--- src/rtl/des_dec_key_schedule.sv ---
// -----------------------------------------------------------------------------
// des_dec_key_schedule
//
// Purpose:
//   Sequential DES key schedule for decryption. It loads a 64-bit key and then
//   issues the 16 round subkeys in reverse order. K16 is issued first and K1
//   last. The block advances by one subkey for each valid/ready handshake.
//   Bit numbering follows FIPS 46-3, where bit 1 is the MSB: i_Key[63] is key
//   bit 1 and o_Subkey[47] is subkey bit 1.
//
// Ports:
//   i_Clk      rising-edge clock
//   i_Rst_n    asynchronous active-low reset
//   i_Start    begin a schedule with i_Key (accepted only when idle)
//   i_Key      64-bit DES key; the parity bits 8,16,..,64 are ignored
//   i_Clear    synchronous abort back to idle; wins over i_Start and i_Ready
//   i_Ready    consumer accepts the current subkey
//   o_Subkey   48-bit subkey for the current decryption round
//   o_Valid    o_Subkey / o_Round are valid
//   o_Round    decryption round index 0..15 (0 carries K16, 15 carries K1)
//   o_Busy     a schedule is in progress
//   o_Done     one-cycle pulse after the 16th subkey is accepted
// -----------------------------------------------------------------------------
module des_dec_key_schedule #(
  // Fixed by DES; not meant to be overridden.
  parameter int NUM_ROUNDS = 16
) (
  input  logic        i_Clk,
  input  logic        i_Rst_n,
  input  logic        i_Start,
  input  logic [63:0] i_Key,
  input  logic        i_Clear,
  input  logic        i_Ready,
  output logic [47:0] o_Subkey,
  output logic        o_Valid,
  output logic [3:0]  o_Round,
  output logic        o_Busy,
  output logic        o_Done
);

  localparam logic [3:0] LAST_ROUND = 4'(NUM_ROUNDS - 1);

  // Bit r is set when the right rotation into destination round r is 2.
  // Otherwise the rotation is 1. Round 0 is never rotated into: it is loaded.
  // The amounts by round are 0,1,2,2,2,2,2,2,1,2,2,2,2,2,2,1.
  localparam logic [15:0] ROT2_MASK = 16'h7EFC;

  // PC-1 table: source key bit numbers (1 = MSB) for C1..C28, then D1..D28.
  localparam int PC1 [56] = '{
    57, 49, 41, 33, 25, 17,  9,  1, 58, 50, 42, 34, 26, 18,
    10,  2, 59, 51, 43, 35, 27, 19, 11,  3, 60, 52, 44, 36,
    63, 55, 47, 39, 31, 23, 15,  7, 62, 54, 46, 38, 30, 22,
    14,  6, 61, 53, 45, 37, 29, 21, 13,  5, 28, 20, 12,  4
  };

  // PC-2 table: source bit numbers in the 56-bit {C,D} word (1 = MSB).
  localparam int PC2 [48] = '{
    14, 17, 11, 24,  1,  5,  3, 28, 15,  6, 21, 10,
    23, 19, 12,  4, 26,  8, 16,  7, 27, 20, 13,  2,
    41, 52, 31, 37, 47, 55, 30, 40, 51, 45, 33, 48,
    44, 49, 39, 56, 34, 53, 46, 42, 50, 36, 29, 32
  };

  typedef enum logic {
    IDLE  = 1'b0,
    ROUND = 1'b1
  } state_t;

  state_t      state_reg, state_next;
  logic [27:0] c_reg, c_next;
  logic [27:0] d_reg, d_next;
  logic [3:0]  round_reg, round_next;
  logic        done_reg, done_next;

  logic [55:0] pc1_cd;
  logic [55:0] cd;
  logic [47:0] pc2_key;
  logic [3:0]  round_inc;
  logic        rot_two;

  // The parity bits have no function in DES.
  logic        key_parity_unused;
  assign key_parity_unused = ^{i_Key[56], i_Key[48], i_Key[40], i_Key[32],
                               i_Key[24], i_Key[16], i_Key[8],  i_Key[0]};

  // Convert the 1-based MSB-first table entries into vector indices.
  for (genvar gi = 0; gi < 56; gi++) begin : g_pc1
    assign pc1_cd[55 - gi] = i_Key[64 - PC1[gi]];
  end

  assign cd = {c_reg, d_reg};

  for (genvar gi = 0; gi < 48; gi++) begin : g_pc2
    assign pc2_key[47 - gi] = cd[56 - PC2[gi]];
  end

  function automatic logic [27:0] ror28(input logic [27:0] x, input logic two);
    return two ? {x[1:0], x[27:2]} : {x[0], x[27:1]};
  endfunction

  assign round_inc = round_reg + 4'd1;
  assign rot_two   = ROT2_MASK[round_inc];

  // State register and schedule registers.
  always_ff @(posedge i_Clk or negedge i_Rst_n) begin
    if (!i_Rst_n) begin
      state_reg <= IDLE;
      c_reg     <= '0;
      d_reg     <= '0;
      round_reg <= '0;
      done_reg  <= 1'b0;
    end else begin
      state_reg <= state_next;
      c_reg     <= c_next;
      d_reg     <= d_next;
      round_reg <= round_next;
      done_reg  <= done_next;
    end
  end

  // Next-state logic and datapath updates.
  always_comb begin
    state_next = state_reg;
    c_next     = c_reg;
    d_next     = d_reg;
    round_next = round_reg;
    done_next  = 1'b0;

    if (i_Clear) begin
      // Abort silently. C/D are left as they are because the next start
      // reloads them.
      state_next = IDLE;
      round_next = '0;
    end else begin
      case (state_reg)
        IDLE: begin
          if (i_Start) begin
            // Encryption rotates left by 28 in total, which is the identity.
            // So K16 comes straight from the PC-1 output.
            c_next     = pc1_cd[55:28];
            d_next     = pc1_cd[27:0];
            round_next = '0;
            state_next = ROUND;
          end
        end
        ROUND: begin
          if (i_Ready) begin
            if (round_reg == LAST_ROUND) begin
              state_next = IDLE;
              round_next = '0;
              done_next  = 1'b1;
            end else begin
              round_next = round_inc;
              c_next     = ror28(c_reg, rot_two);
              d_next     = ror28(d_reg, rot_two);
            end
          end
        end
        default: state_next = IDLE;
      endcase
    end
  end

  assign o_Valid  = (state_reg == ROUND);
  assign o_Busy   = (state_reg != IDLE);
  assign o_Round  = round_reg;
  assign o_Done   = done_reg;
  // Outputs are gated so that idle subkeys read as zero rather than stale data.
  assign o_Subkey = o_Valid ? pc2_key : '0;

endmodule

--- config.mk ---
export PLATFORM = sky130hd
export DESIGN_NAME = des_dec_key_schedule
export DESIGN_NICKNAME = d
export VERILOG_FILES = /design/src/rtl/des_dec_key_schedule.sv
export SDC_FILE = /design/constraint.sdc
export NUM_CORES = 1
export LEC_CHECK = 0
export CAP_MARGIN = 20
export CORE_MARGIN = 8
export CORE_UTILIZATION = 52
export DETAILED_ROUTE_END_ITERATION = 12
export GPL_ROUTABILITY_DRIVEN = 0
export PLACE_DENSITY = 0.95
export SLEW_MARGIN = 20
export SYNTH_ARGS = -nofsm -noshare
export SYNTH_HDL_FRONTEND = slang
export SYNTH_SLANG_ARGS = --single-unit
--- constraint.sdc ---
create_clock -name i_Clk -period 6.5 [get_ports i_Clk]
set_input_delay 0.65 -clock i_Clk [delete_from_list [all_inputs] [get_ports i_Clk]]
set_output_delay 0.65 -clock i_Clk [all_outputs]
set_load 0.05 [all_outputs]
# Word-level counts from Yosys, hierarchy flattened
# Memory sizes are Yosys's and may differ from the RTL's.
# Cells that the tools add are included.
# totals
regBits	62
mem_bits_ro	16
input_bits	69
output_inout_bits	55
elab_cells	44
mem_count	1
# classes
addsub	1
order_cmp	1
n_eq_ne	6
mux	26
n_bitwise	2
n_reduce_logical	2
# memory_table
memory	depth	word_bits	rd	rd_clocked_by_memory_dff	write_ports	line	rtl
(no name shown)	16	1	1	0	0	102	assign rot_two = ROT2_MASK[round_inc];
# op_table
cell	n
2-to-1 mux 28 bit	8
case mux 28 bit (2 select lines)	2
2-to-1 mux 48 bit	1
2-to-1 mux 4 bit	4
2-to-1 mux 1 bit	9
case mux 4 bit (2 select lines)	1
!= test 2 bit, second input constant	3
!= test 3 bit, second input constant	2
< comparator 4 x 5 -> 1 bit, second input constant	1
adder 4 x 1 -> 4 bit, second input constant	1
== test 4 bit, second input constant	1
AND reduction 4 bit	1
inverter 1 bit	2
case mux 1 bit (2 select lines)	1
AND reduction 2 bit	1

# Depth between registers and ports, before layout
# logic_depth
word_depth	7
ltp_mapped	7

# Worst setup path after synthesis
# OpenSTA, ideal clock, no wires.
# synth_timing
path_type	reg-to-output
start	register state_reg (netlist: o_Busy)
end	output port o_Subkey[11]
t_arrival_ps	2012
required_ps	5850
path_slack_ps	3838
stages_incl_launch_ff	6
path_cell_list	dfrtp_1 -> buf_2 -> clkbuf_1 -> clkbuf_1 -> clkbuf_1 -> and2_1
# synth_via
elab_chain_len	1
# synth_rtl
item	line	rtl
start: declaration	69	state_t state_reg, state_next;
start signal: assignment	113	state_reg <= state_next;
2-to-1 mux 48 bit	169	assign o_Subkey = o_Valid ? pc2_key : '0;
end: declaration	34	output logic [47:0] o_Subkey,
# Every way passes these cells.

# Final worst setup path
# layout_timing
start	register state_reg (netlist: o_Busy)
end	output port o_Subkey[3]
# The elaborated chain is that of the path after synthesis.

==> summary.md <==
| Metric | Value |
|---|---|
| Status | finished, final reports clean |
| Detailed Route WL | 12.7 mm |
| Slew HR | 0.271 |
| Leading cell type in the layout, fill and taps excluded | clkdlybuf4s50_1 |
| XOR/XNOR Fraction of Synth Area | 0.00637 |
| RR Startpoint | o_Round[2]$_DFFE_PN0P_ |
| Htree depth | 3 |
| Area delta synth->final | 31.8% |
| Simple-gate share of the synthesized area | 0.150 |
| Hold_ws | 0.477 ns |
| PortBufs | between 100 and 150 |
| Design area | 5440 um2 |
| Post-synthesis adder-cell area fraction | 0.00303 |
| Largest net degree at the start of global routing | between 100 and 150 |
| Max incr delay on CP | 0.81 ns |
| Post-CTS setup buffers | 0 |
| Power per cell area | roughly 240 nW/um2 |
| Remaining DRCs | 0 |
| WP data required | 5.85 ns |
| Worst-path cell chain | buf_16 > nand2_1 > inv_1 > clkdlybuf4s50_1 |
| Die area | 11,000 um2 |
| Final min period | 3.16 ns |
| CTS tree | done |
| Critical path class | reg -> out |
| Dpl cell area | ~5200 um2 |
| Synth Area in Compound Gates | 0.351 |
| DIE HEIGHT | 105 um |
| I/O pins | ~120 |
| Multiplexer area fraction after synthesis | 0.00273 |
| Number of synthesized flops with an enable pin | 0 |
| Fin. Hold Viols | 0 |
| Yosys reg bits | just over 60 |
| Final Non-Filler Cells | 689 |
| Syn Std Cell Area | ~4100 um2 |
| Bufs on Longest Clock Path | 2 |
| Cell Rows | 32 |
| CTS buffer count | 9 |
| Drt via density | approximately 6.1 |
| Number of global-route vias before repair | about 4,300 |
| Iteration-0 DRC Markers | 404 |
| Initial DRT Pass Iterations | 5 |
| Post-route ant nets | 0 |
| Hold_buf cts | 0 |
| Clock latency at the later pin of the worst-skew pair | 0.34 ns |
| Critical path endpoint category | output port |
| Total GRT Usage | 0.228 |
| First-pass GRT wire length | 21.2 mm |
| Flop2flop setup slack | 3.62 ns |
| RSZ-0062 raised after global routing | no |
| Startpoint class of the critical path | flop |
| Worst setup path start | o_Busy$_DFF_PN0_ |
| Maximum VDD drop | 0.137 mV |
| Endpoints failing setup | 0 |
| Max FO, Critical Path | 99 |
| Nets@finish | 653 |
| Worst-path clk slew | 0.08 ns |
| Initial antenna violation count | 0 |
| Largest family of logic cells by synthesized area | compound AO/OA/AOI/OAI gates |
| Gr ovfl total | 0 |
| Core box area | 7690 um2 |
| Placed cell count | 673 |
| Fraction of layout cells with a size suffix above 1 | 0.0920 |
| Slew @ Worst Pin | 1.09 ns |
| Max-cap viol count | 0 |
| Synth unique cells | 37 |
| Fmax | roughly 320 MHz |
| CTS resizes | 0 |
| DIE WIDTH | 105 um |
| Clock Sinks | 62 |
| Leakage power | roughly 2.3 nW |
| Syn Nets | 573 |
| Period Utilization, post-route | 0.486 |
| ANT cells | 0 |
| Post-synth top flop | dfrtp_1 |
| Synth warnings | 0 |
| Hpwl dp | 8.19 mm |
| WL/cell | 18.5 um |
| Mean Syn Cell Area | 8.20 um2 |
| FF-to-FF End | d_reg[22]$_DFFE_PN0P_ |
| Worst EP arrival | 2.51 ns |
| Gate Count Post-Synth | a little over 500 |
| Vias | approximately 4,200 |
| Worst Reg-to-Reg Cells | 4 |
| Max Slew Vio Count | 0 |
| Final Util | 0.707 |
| Final TNS setup | 0 ns |
| Most frequent cells in the layout | 114 x clkdlybuf4s50_1, 79 x o21ai_0, 61 x dfrtp_1 |
| Post-synth ARST share | 1.00 |
| Sequential-to-total area share from yosys stat | 0.376 |
| Slowest library cell on the worst path | clkdlybuf4s50_1 |
| Layout Skew | 0.0140 ns |
| Initial Util | 0.536 |
| Root Driver | clkbuf_8 |
| HP Class | in -> async |
-- synthesized netlist by cell type (2+ instances only) --
cell type | number | area, um2
o21ai_0 | 79 | 395
dfrtp_1 | 62 | 1550
inv_1 | 59 | 221
nand2_1 | 53 | 199
clkbuf_1 | 35 | 131
o32a_1 | 32 | 320
a21oi_1 | 28 | 140
nor3_1 | 26 | 130
o2bb2ai_1 | 24 | 210
and2_1 | 23 | 144
o221a_2 | 23 | 259
buf_2 | 13 | 65.1
and3_1 | 7 | 43.8
a21boi_0 | 6 | 45.0
nor2_1 | 4 | 15.0
buf_1 | 3 | 11.3
a22o_1 | 2 | 17.5
buf_4 | 2 | 15.0
nand2b_1 | 2 | 12.5
nor2b_1 | 2 | 12.5
xnor2_1 | 2 | 17.5
-- cell families after synthesis --
logic type               count (synthesis)
flip-flops                              62
buffers and inverters                  113
XOR/XNOR                                 3
AO/OA/AOI/OAI                          200
multiplexers                             1
adder cells (fa/ha/maj)                  1
AND/OR/NAND/NOR                        123
-- power by group --
group	switching, mW	internal (mW)
clock	0.149	0.168
sequential	0.0644	0.465
combinational	0.281	0.203
-- worst max-delay path, delay by kind of cell (launching register included) --
kind	cells	cell delay, ns
flip-flops	1	0.67
AND/OR/NAND/NOR	1	0.19
buffers and inverters	3	1.24
-- stage by stage --
stage	worst slack [ns]	total power, mW
global placement	3.49	0.992
floorplan	3.84	0.841
finish	3.34	1.33
global route	3.25	1.40
detailed placement	3.39	1.01
CTS	2.99	1.33
-- worst max path at each step --
stage | end | slack [ns] | depth (start not counted)
2_1_floorplan | o_Subkey[11] | 3.84 | 5
4_1_cts | o_Subkey[3] | 2.99 | 3
6_report | o_Subkey[3] | 3.34 | 4
3_5_place_dp | o_Subkey[3] | 3.39 | 3
3_3_place_gp | o_Subkey[3] | 3.49 | 3
5_1_grt | o_Subkey[3] | 3.25 | 4
-- metal layers --
metal | vias up | global-route usage | part of all wire
met3 | 19 | 0.0577 | 0.079
met1 | 2041 | 0.303 | 0.43
met4 | 0 | 0.0866 | 0.017
li1 | 1963 | - | -
met2 | 214 | 0.348 | 0.48
met5 | - | 0 | 0
-- final cells by class --
type	instances	area (um2)
fillers	609	2250
multi-input cells	328	2130
flip-flops and latches	62	1560
repair buffers	123	1230
inverters	59	221
clock buffers	14	173
well taps	102	128
clock inverters	1	5.00
No activity file was read; power rests on OpenSTA's default activity.
==> variant 1 (config.mk and constraints unchanged) <==
Take the reset off `d_reg` and load it in a clocked block of its own.
--- a/src/rtl/des_dec_key_schedule.sv
+++ b/src/rtl/des_dec_key_schedule.sv
@@ -107,5 +107,4 @@
       state_reg <= IDLE;
       c_reg     <= '0;
-      d_reg     <= '0;
       round_reg <= '0;
       done_reg  <= 1'b0;
@@ -113,8 +112,11 @@
       state_reg <= state_next;
       c_reg     <= c_next;
-      d_reg     <= d_next;
       round_reg <= round_next;
       done_reg  <= done_next;
     end
+  end
+
+  always_ff @(posedge i_Clk) begin
+    d_reg <= d_next;
   end
 
Check against the original RTL: same outputs for any inputs over 4 cycles, from zero or initial values and one cycle with i_Rst_n low; that may be too few to reach the edited logic, so the function may still have changed.
==> variant 1 against the original RTL <==
Via count down 13%; highest routed layer unchanged; critical path depth rose by 1; design area is 4.8% lower; sequential cell count unchanged; critical endpoint is now o_Round[3]; area after synthesis fell by 7.5%; maximum frequency decreased by 6.8%; setup slack got worse by 0.23 ns; first-iteration DRC count fell by 33%; global-route usage is essentially flat; routed wire length fell by 9.6%; total power decreased by 8.1%.
==> variant 1: results (changes against the original RTL) <==
Run status
  • Status: finished clean

Drt
  • DR WL met2: 5.485 mm (-9.3%)
  • Routed met3 length: 1.038 mm (+3.5%)
  • WL/cell: 19.30 microns (+4.5%)

Cells and area
  • Fillers: 534 (-12%)
  • Layout cells sized above 1: 6.439% (-2.8 points)
  • Final non-filler cell total: 596 (-13%)
  • Nets: 562 (-14%)

Power and ir drop
  • Pint: 0.8217 mW (-1.7%)
  • Clock group: 0.365 mW (+16%)
  • Clock power frac: 29.9% (+6.1 points)
  • Logic gate share of total power: 29.4% (-6.9 points)

Logic synthesis
  • Multiplexer share of the synthesized area: 0.2951% (+0.022 points)
  • Synth Area in Adders: 0.3279% (+0.024 points)
  • Ys async rst share: 54.84% (-45 points)
  • Synth area leaders: dfrtp_1 (22%), edfxtp_1 (22%), a221o_1 (5.8%)
  • Synth Area in Compound Gates: 28.30% (-6.8 points)
  • Post-synthesis sequential area ratio: 44.33% (+6.7 points)

Worst setup path
  • Crit path DAT: 3.62 ns (+1.11 ns)
  • Reg2Reg Depth: 5 (+1)
  • Worst-path maximum fanout: 61 (-38%)
  • Worst path slowest cell: clkinv_2
  • Critical path endpoint: o_Round[3]
  • Max incr delay on CP: 0.94 ns (+0.13 ns)

STA
  • Hold WS: 0.4803 ns (+0.003608 ns)
  • Slew HR: 36.35% (+9.2 points)

Place
  • Placed cells: 580 (-14%)
  • Post-DP HPWL: 7.744 mm (-5.4%)

Hold path
  • Hold crit path type: reg -> reg

Global routing
  • Largest net degree at the start of global routing: 62 (-55%)
  • Met2 usage: 35.76% (+0.97 points)
  • Met1 Usage GRT: 29.57% (-0.75 points)
==> variant 1: changes by cell type in the layout (fill, tap and decap cells not counted), moves of 10 or more <==
| cell | change |
|---|---|
| a21o_1 | +21 |
| a21oi_1 | -15 |
| a221o_1 | +22 |
| and2_1 | +10 |
| and3_1 | +12 |
| dfrtp_1 | -28 |
| edfxtp_1 | +28 |
| inv_1 | -33 |
| nand2_1 | -19 |
| o21ai_0 | -67 |
| o221a_2 | -23 |
| o2bb2ai_1 | -24 |
| o32a_1 | -15 |
==> variant 1: layout make-up <==
class	count	area, sq um	share of cell area, %
repair buffers	122	1204	23.26
clock buffers	11	162.7	3.144
flip-flops and latches	62	1693	32.72
well taps	99	123.9	2.394
inverters	28	106.4	2.056
multi-input cells	269	1829	35.36
clock inverters	5	55.05	1.064
==> variant 1: kinds of logic after synthesis <==
logic type,Yosys count
compound gates,135
xor+xnor,1
fa+ha+maj,1
buf+inv,67
flops,62
mux,1
simple gates,131
==> variant 2 (config.mk and constraints unchanged) <==
Without the edit above. Register the input `i_Key` before use. The logic sees it one clock later. The other inputs are not delayed to match.
--- a/src/rtl/des_dec_key_schedule.sv
+++ b/src/rtl/des_dec_key_schedule.sv
@@ -67,4 +67,10 @@
   } state_t;
 
+  logic [63:0] i_Key_q;
+
+  always_ff @(posedge i_Clk) begin
+    i_Key_q <= i_Key;
+  end
+
   state_t      state_reg, state_next;
   logic [27:0] c_reg, c_next;
@@ -81,10 +87,10 @@
   // The parity bits have no function in DES.
   logic        key_parity_unused;
-  assign key_parity_unused = ^{i_Key[56], i_Key[48], i_Key[40], i_Key[32],
-                               i_Key[24], i_Key[16], i_Key[8],  i_Key[0]};
+  assign key_parity_unused = ^{i_Key_q[56], i_Key_q[48], i_Key_q[40], i_Key_q[32],
+                               i_Key_q[24], i_Key_q[16], i_Key_q[8],  i_Key_q[0]};
 
   // Convert the 1-based MSB-first table entries into vector indices.
   for (genvar gi = 0; gi < 56; gi++) begin : g_pc1
-    assign pc1_cd[55 - gi] = i_Key[64 - PC1[gi]];
+    assign pc1_cd[55 - gi] = i_Key_q[64 - PC1[gi]];
   end
 
Formal check against the unedited RTL: not equivalent (a bounded check fails within 4 cycles, from zero or initial values and one cycle with i_Rst_n low).
==> variant 2 against the original RTL <==
Sequential power increased by 68%; sequential cell count up 56; routed wire length increased by 19%; register-to-register slack lost 0.02 ns; synthesized cell count grew 6.8%; clock skew decreased by 0.0049 ns; design area increased by 28%; total power increased by 72%; area after synthesis grew 28%; setup slack worse by 0.14 ns; cell count rose by 12%; critical endpoint is now o_Subkey[27]; largest power group is now clock.
==> variant 2: results (changes against the original RTL) <==
Drt
  • WL/cell: 19.63 microns (+6.3%)
  • Vias: 4690 (+11%)
  • DR iter-0 viols: 449 (+11%)
  • Number of detailed-route iterations in the first pass: 6 (+1)

Clocking
  • Clk_lat worst skew: 0.51 ns (+0.17 ns)
  • Num CTS Buffers: 17 (+8)
  • H-tree depth: 4 (+1)
  • Clock slew at reported path FFs: 0.05 ns (-0.03 ns)

Run status
  • Status: finished clean

Global routing
  • Met1 Usage GRT: 28.85% (-1.5 points)
  • Global Route met3 Usage: 5.998% (+0.22 points)
  • Total GRT Usage: 22.72% (-0.083 points)
  • Number of global-route vias before repair: 4758 (+12%)
  • Met2 usage: 35.81% (+1.0 points)

Place
  • Post-DP HPWL: 9.299 mm (+14%)
  • DP Area: 0.006367 sq mm (+22%)
  • Placed cells: 737 (+9.5%)

Power and ir drop
  • Static leakage: 2.965 nW (+29%)
  • Worst vdd ir: 0.1711 mV (+25%)

Worst setup path
  • R2R Path End: c_reg[23]
  • Worst-path maximum fanout: 74 (-25%)
  • FF-to-FF Start: o_Round[0]
  • Critical path endpoint: o_Subkey[27]
  • Worst path slowest cell: dfrtp_4
  • Crit path DAT: 2.65 ns (+0.14 ns)
  • Reg2reg setup slack: 3.60 ns (-0.02 ns)
  • Reg2Reg Depth: 6 (+2)

Logic synthesis
  • Post-synthesis sequential area ratio: 50.65% (+13 points)
  • Synthesized Nets: 607 (+5.9%)
  • Syn Area/Cell: 9.826 sq um (+20%)
  • Top post-synthesis cells by count: dfrtp_1 (62), dfxtp_1 (56), nand2_1 (47)

Cells and area
  • Layout cells sized above 1: 7.075% (-2.1 points)

STA
  • FMAX: 302.7 MHz (-4.3%)
  • Slew HR: 26.62% (-0.53 points)
  • Max Clock Skew: 0.009067 ns (-0.004891 ns)
==> variant 2: cell type report <==
cell class                 count  area [sq um]  area share, %
sequential                   118          2676          38.39
clock buffer                  23         476.7          6.838
timing repair buffer         121          1191          17.09
clock inverter                 9         122.6          1.759
multi-input combinational    335          2226          31.93
tap                          133         166.4          2.387
inverter                      30         112.6          1.615
==> variant 2: worst reg2reg max path: cells and delay by family, from the launching register on <==
family                     cells  cell delay, ns
AOI/OAI and AO/OA              2            1.12
DFF                            1            0.45
and+or+nand+nor                2            0.41
adders and majority gates      1            0.40
buffers and inverters          1            0.40
==> variant 2: logic make-up (layout without fill, tap and decap cells) <==
group,after synthesis,count (layout),share of synthesized area [%]
mux,1,1,0.2134
compound gates,193,193,27.44
buf+inv,84,183,7.470
fa+ha+maj,1,1,0.2371
simple gates,138,138,13.66
xor+xnor,2,2,0.3321
flops,118,118,50.65
==> variant 2: metal layers <==
| layer | share of wire, % | routed length (microns) | up-vias |
|---|---|---|---|
| met4 | 2.0 | 307 | 0 |
| li1 | - | - | 2110 |
| met1 | 41 | 6189 | 2301 |
| met3 | 9.1 | 1377 | 32 |
| met2 | 48 | 7219 | 247 |
| met5 | 0 | 0 | - |
==> variant 2: power groups by stage <==
stage / registers, mW / logic [mW] / clock network, mW
6_report: 0.888 / 0.464 / 0.938
4_1_cts: 0.885 / 0.463 / 0.944
5_1_grt: 0.898 / 0.495 / 0.984
2_1_floorplan: 0.873 / 0.316 / 0
3_5_place_dp: 0.897 / 0.457 / 0
3_3_place_gp: 0.891 / 0.444 / 0
==> variant 2: stage by stage <==
stage / setup WS, ns / hold WS (ns)
5_1_grt: 3.129 / 0.4024
4_1_cts: 2.919 / 0.3491
3_5_place_dp: 3.476 / 0.4740
3_3_place_gp: 3.490 / 0.4599
2_1_floorplan: 4.034 / 0.3544
6_report: 3.196 / 0.3219
==> variant 2: worst min-delay path by stage <==
stage,to,from,cells past startpoint,slack [ns]
2_1_floorplan,c_reg[0],i_Rst_n,0,0.35
3_3_place_gp,c_reg[17],c_reg[17],2,0.46
3_5_place_dp,c_reg[8],c_reg[8],2,0.47
4_1_cts,d_reg[11],i_Rst_n,2,0.35
5_1_grt,d_reg[16],i_Rst_n,2,0.40
6_report,d_reg[16],i_Rst_n,2,0.32
